### src/rtl/md_tester_pkg.sv
// -----------------------------------------------------------------------------
// md_tester_pkg
// Shared definitions for the adder-pipeline tester: FSM state encoding,
// sweep size, default pipeline latency and the reference result function.
// -----------------------------------------------------------------------------
package md_tester_pkg;

    typedef enum logic [1:0] {
        ST_IDLE  = 2'd0,
        ST_DRIVE = 2'd1,
        ST_DRAIN = 2'd2,
        ST_DONE  = 2'd3
    } state_t;

    localparam int unsigned NUM_VEC     = 8;
    localparam int unsigned LATENCY_DEF = 2;

    // Reference result for vector {A,B,D}: A + B + D, wrapped to 2 bits.
    function automatic logic [1:0] exp_sum(input logic [2:0] v);
        return {1'b0, v[2]} + {1'b0, v[1]} + {1'b0, v[0]};
    endfunction

endpackage

### src/rtl/md_delay_line.sv
// -----------------------------------------------------------------------------
// md_delay_line
// LATENCY-deep shift register of {valid, 2-bit expected result}, asynchronously
// cleared. Stage 0 loads every cycle; the tail lines up with the pipeline output.
//   clk       : rising-edge clock
//   rst       : asynchronous active-high clear
//   valid_i   : entry valid for this cycle
//   data_i    : expected result for this cycle
//   valid_o   : tail entry valid
//   data_o    : tail entry expected result
// -----------------------------------------------------------------------------
module md_delay_line #(
    parameter int unsigned LATENCY = 2
) (
    input  logic       clk,
    input  logic       rst,
    input  logic       valid_i,
    input  logic [1:0] data_i,
    output logic       valid_o,
    output logic [1:0] data_o
);

    logic [2:0] stage_q [LATENCY];

    always_ff @(posedge clk or posedge rst) begin
        if (rst) begin
            for (int unsigned i = 0; i < LATENCY; i++) begin
                stage_q[i] <= '0;
            end
        end else begin
            // Invalid entries carry zero data so the line never holds stale results.
            stage_q[0] <= valid_i ? {1'b1, data_i} : 3'b000;
            for (int unsigned i = 1; i < LATENCY; i++) begin
                stage_q[i] <= stage_q[i-1];
            end
        end
    end

    assign valid_o = stage_q[LATENCY-1][2];
    assign data_o  = stage_q[LATENCY-1][1:0];

endmodule

### src/rtl/md_pipeline_tester.sv
// -----------------------------------------------------------------------------
// md_pipeline_tester
// Stimulus driver and checker for the two-stage adder pipeline
// (E = (A + B) + D, plus combinational A0 pass-through). A start request
// sweeps all 8 {A,B,D} vectors, checks each E against a delayed prediction
// and A0 in the same cycle, and reports a saturating error count and pass flag.
//   clk         : rising-edge clock shared with the pipeline
//   rst         : asynchronous active-high reset
//   IN_START    : level-sampled start request (only honoured in IDLE)
//   IN_E        : pipeline OUT_E
//   IN_A0       : pipeline OUT_A0
//   OUT_A/B/D   : registered stimulus to pipeline IN_A/IN_B/IN_D
//   OUT_BUSY    : high while driving or draining
//   OUT_DONE    : one-cycle pulse at end of a run
//   OUT_PASS    : last completed run had zero errors
//   OUT_ERR_CNT : mismatch cycle count of current/last run
// -----------------------------------------------------------------------------
module md_pipeline_tester
    import md_tester_pkg::*;
#(
    parameter int unsigned CNT_W   = 8,
    parameter int unsigned LATENCY = LATENCY_DEF
) (
    input  logic             clk,
    input  logic             rst,
    input  logic             IN_START,
    input  logic [1:0]       IN_E,
    input  logic             IN_A0,
    output logic             OUT_A,
    output logic             OUT_B,
    output logic             OUT_D,
    output logic             OUT_BUSY,
    output logic             OUT_DONE,
    output logic             OUT_PASS,
    output logic [CNT_W-1:0] OUT_ERR_CNT
);

    localparam int unsigned DRN_W = (LATENCY > 1) ? $clog2(LATENCY) : 1;

    state_t             state_q, state_d;
    logic [2:0]         vec_q, vec_d;
    logic [DRN_W-1:0]   drn_q, drn_d;
    logic [CNT_W-1:0]   err_q, err_d;
    logic               pass_q, pass_d;
    logic               tail_valid;
    logic [1:0]         tail_exp;
    logic               mismatch;

    md_delay_line #(
        .LATENCY (LATENCY)
    ) u_delay (
        .clk     (clk),
        .rst     (rst),
        .valid_i (state_q == ST_DRIVE),
        .data_i  (exp_sum(vec_q)),
        .valid_o (tail_valid),
        .data_o  (tail_exp)
    );

    always_comb begin
        state_d = state_q;
        vec_d   = vec_q;
        drn_d   = '0;
        pass_d  = pass_q;
        err_d   = err_q;

        mismatch = (tail_valid && (IN_E != tail_exp)) ||
                   ((state_q == ST_DRIVE) && (IN_A0 != vec_q[2]));
        if (mismatch && (err_q != '1)) begin
            err_d = err_q + CNT_W'(1);
        end

        case (state_q)
            ST_IDLE: begin
                if (IN_START) begin
                    state_d = ST_DRIVE;
                    vec_d   = '0;
                    err_d   = '0;
                    pass_d  = 1'b0;
                end
            end
            ST_DRIVE: begin
                // vec_q wraps 7 -> 0, so stimulus returns to zero for DRAIN.
                vec_d = vec_q + 3'd1;
                if (vec_q == 3'(NUM_VEC - 1)) begin
                    state_d = ST_DRAIN;
                end
            end
            ST_DRAIN: begin
                if (drn_q == DRN_W'(LATENCY - 1)) begin
                    state_d = ST_DONE;
                    // Uses err_d: the final E compare lands in this last DRAIN cycle.
                    pass_d  = (err_d == '0);
                end else begin
                    drn_d = drn_q + DRN_W'(1);
                end
            end
            ST_DONE: begin
                state_d = ST_IDLE;
            end
            default: begin
                state_d = ST_IDLE;
            end
        endcase
    end

    always_ff @(posedge clk or posedge rst) begin
        if (rst) begin
            state_q <= ST_IDLE;
            vec_q   <= '0;
            drn_q   <= '0;
            err_q   <= '0;
            pass_q  <= 1'b0;
        end else begin
            state_q <= state_d;
            vec_q   <= vec_d;
            drn_q   <= drn_d;
            err_q   <= err_d;
            pass_q  <= pass_d;
        end
    end

    assign OUT_A       = vec_q[2];
    assign OUT_B       = vec_q[1];
    assign OUT_D       = vec_q[0];
    assign OUT_BUSY    = (state_q == ST_DRIVE) || (state_q == ST_DRAIN);
    assign OUT_DONE    = (state_q == ST_DONE);
    assign OUT_PASS    = pass_q;
    assign OUT_ERR_CNT = err_q;

endmodule

### config.mk
export PLATFORM = sky130hd
export DESIGN_NAME = md_pipeline_tester
export DESIGN_NICKNAME = d
export VERILOG_FILES = /design/src/rtl/md_tester_pkg.sv /design/src/rtl/md_delay_line.sv /design/src/rtl/md_pipeline_tester.sv
export SDC_FILE = /design/constraint.sdc
export NUM_CORES = 1
export LEC_CHECK = 0
export BUFFER_PORTS_ARGS = -buffer_cell sky130_fd_sc_hd__buf_2
export CAP_MARGIN = 10
export CORE_AREA = 8 8 55 57
export DETAILED_ROUTE_END_ITERATION = 7
export DIE_AREA = 0 0 63 65
export PLACE_DENSITY = 0.75
export SYNTH_ARGS = -nofsm -noshare
export SYNTH_HDL_FRONTEND = slang
export SYNTH_SLANG_ARGS = --single-unit
### constraint.sdc
create_clock -name clk -period 2.45 [get_ports clk]
set_input_delay 0.245 -clock clk [delete_from_list [all_inputs] [get_ports clk]]
set_output_delay 0.245 -clock clk [all_outputs]
set_load 0.02 [all_outputs]
==> metrics <==
met2 wire length 1040 um; Syn Std Cell Area 1100 sq um; required time worst endpoint 2.68 ns; number of global-route vias before repair 825; Max-Cap Viols 0; wire length on met1 999 um; worst-path fanout max 9; CTS Buffer Depth 2; WL/cell 13.9 um; H-tree levels 1; core area 2150 sq um; ratio of cells with drive above 1 in the final layout 0.206; EDFF count, synth 0; routed via count 800; Util after Layout 0.584; Synth Net Count 118; top-count cell post-synth dfrtp_1; synth cell count leaders dfrtp_1, nand2_1, nor2_1; relative slew slack 0.479; cell taking the most area after synthesis dfrtp_1; post-synth top area share 0.476; total CTS buffers 3; PostCTS Resize Cnt 0; clock latency on the worst-skew pair 0.30 ns; final net count 141; top_reg_cell synth dfrtp_1; highest routed layer met4; cell area after layout 1250 sq um; initial antenna violation count 0; Max Slew Vio Count 0; post-route non-filler standard cell count 154; reg2reg start state_q[1]; main area contributors after synthesis dfrtp_1, ha_1, mux2i_1, nand2_1, nor2_1; DP Area 1220 sq um; Fillers 206; Max IR drop VDD 766 uV; crit path kind flip-flop to flip-flop; period utilization 0.828; setup violators final 0; Power Density 1150 nW/um^2; leak pwr 0.614 nW; gpl congestion 0.864; clock-pin slew on the worst setup and hold paths 0.12 ns; Initial DRC Count 33; hold buffer count at cts 0; Die Span Y 65 um; status finished, final reports clean; postcts setup bufs 0; Avg Inst Size Synth 10.6 sq um; Arrival @ worst endpoint 2.26 ns; Met3 Wirelength 80 um; # IOs 20; post-DR vias/cell 5.19; hold crit path type input pin to async pin; final period demand of the worst path 2.03 ns; Post-synth ARST share 1.00; routed wire length 2140 um; Post-Syn Instances 104; TritonRoute pass-1 iters 4; n_diodes 0; root buf cell clkbuf_4; Setup crit start kind flip-flop; Die ar. 4100 sq um; Netlist cell types 29; Pwr Total 0.00144 W; synthesized flop and latch total 21; die width 63 um; placed cell count 150; largest net degree at the start of global routing 22; CP Capture Type flip-flop; first-pass GRT wire length 3660 um; Worst Setup SP state_q[1]; sequential fraction of the synthesis area 0.476; CTS tree done; clock sinks 21; Slew @ Worst Pin 0.780 ns; fmax 0.493 GHz; initial core utilization 0.514; post-DP HPWL 1650 um; RSZ-0062 raised after global routing false; Residual DRC 0; Total GRT Usage 0.108; Final ANT Viol Nets 0; Site Rows 17; Syn. warnings 0; Final Skew 0.00193 ns; I/O Buffers 19; Setup TNS 0 ns; GR Overflow Total 0; Fin. Hold Viols 0; Area growth syn-to-layout 13.6%
layer usage:
metal  global-route usage  up-vias
met5                    0        -
met4               0.0484        0
met3               0.0292        2
met2                0.181       10
met1                0.128      379
li1                     -      409
final cells by class:
type                    instances  area [sq um]  share of cell area
well taps                      28          35.0              0.0279
inverters                       4          15.0              0.0120
repair buffers                 19          95.1              0.0758
flip-flops and latches         21           526               0.419
clock buffers                   3          22.5              0.0179
multi-input cells              78           554               0.442
clock inverters                 1          7.51             0.00598
sequential cells by signal, summed over array words and instances (netlist names):
| register | cells |
|---|---|
| vec_q | 3 |
| OUT_PASS | 1 |
| state_q | 2 |
| u_delay.data_o | 2 |
| u_delay.valid_o | 1 |
| u_delay.stage_q | 3 |
| drn_q | 1 |
| OUT_ERR_CNT | 8 |
final timing paths:
kind	to	slack, ns	cells past startpoint
setup / recovery	OUT_PASS	0.42	7
hold / removal	u_delay.data_o[1]	0.07	2
setup reg to reg	OUT_PASS	0.42	7
hold reg to reg	u_delay.valid_o	0.36	0
max in group asynchronous	vec_q[0]	1.90	2
min in group clk	OUT_ERR_CNT[6]	0.34	3
where the power goes:
part	internal, W	switching, W	total (W)
sequential	0.000459	0.000118	0.000577
clock	0.0000620	0.000106	0.000168
combinational	0.000270	0.000425	0.000695
cells in the final DEF, fill, tap and decap left out, drive strengths merged:
| cell type | count |
|---|---|
| a211oi | 3 |
| a21oi | 6 |
| a32o | 2 |
| and2 | 3 |
| and3 | 1 |
| and3b | 1 |
| and4 | 3 |
| buf | 19 |
| clkbuf | 3 |
| clkinvlp | 1 |
| dfrtp | 21 |
| fa | 1 |
| ha | 7 |
| inv | 4 |
| mux2i | 5 |
| nand2 | 11 |
| nand2b | 3 |
| nand3 | 2 |
| nand4 | 2 |
| nor2 | 11 |
| nor2b | 1 |
| nor3 | 1 |
| o2111ai | 1 |
| o21ai | 7 |
| o311ai | 1 |
| xnor2 | 2 |
| xor2 | 4 |
metrics by stage:
stage / hold slack (ns) / worst slack (ns)
2_1_floorplan: 0.222 / 0.678
3_3_place_gp: 0.331 / 0.571
3_5_place_dp: 0.335 / 0.444
4_1_cts: 0.0883 / 0.420
5_1_grt: 0.143 / 0.142
6_report: 0.0678 / 0.420
worst max-delay path, cell delays in order, from the launching register on:
cell,delay [ns]
dfrtp_1,0.43
inv_1,0.10
ha_1,0.31
nand2_1,0.26
a211oi_1,0.31
mux2i_1,0.27
o2111ai_1,0.13
o21ai_1,0.16
cells by family (layout without fill, tap and decap cells):
family	Yosys count	in the layout	share of synthesized area
and+or+nand+nor	39	39	0.178
DFF	21	21	0.476
AOI/OAI and AO/OA	20	20	0.134
adders and majority gates	8	8	0.0974
xor gates and xnor gates	6	6	0.0476
muxes	5	5	0.0453
buffers and inverters	5	27	0.0226
Note: power is estimated with default switching activity, not from simulation.
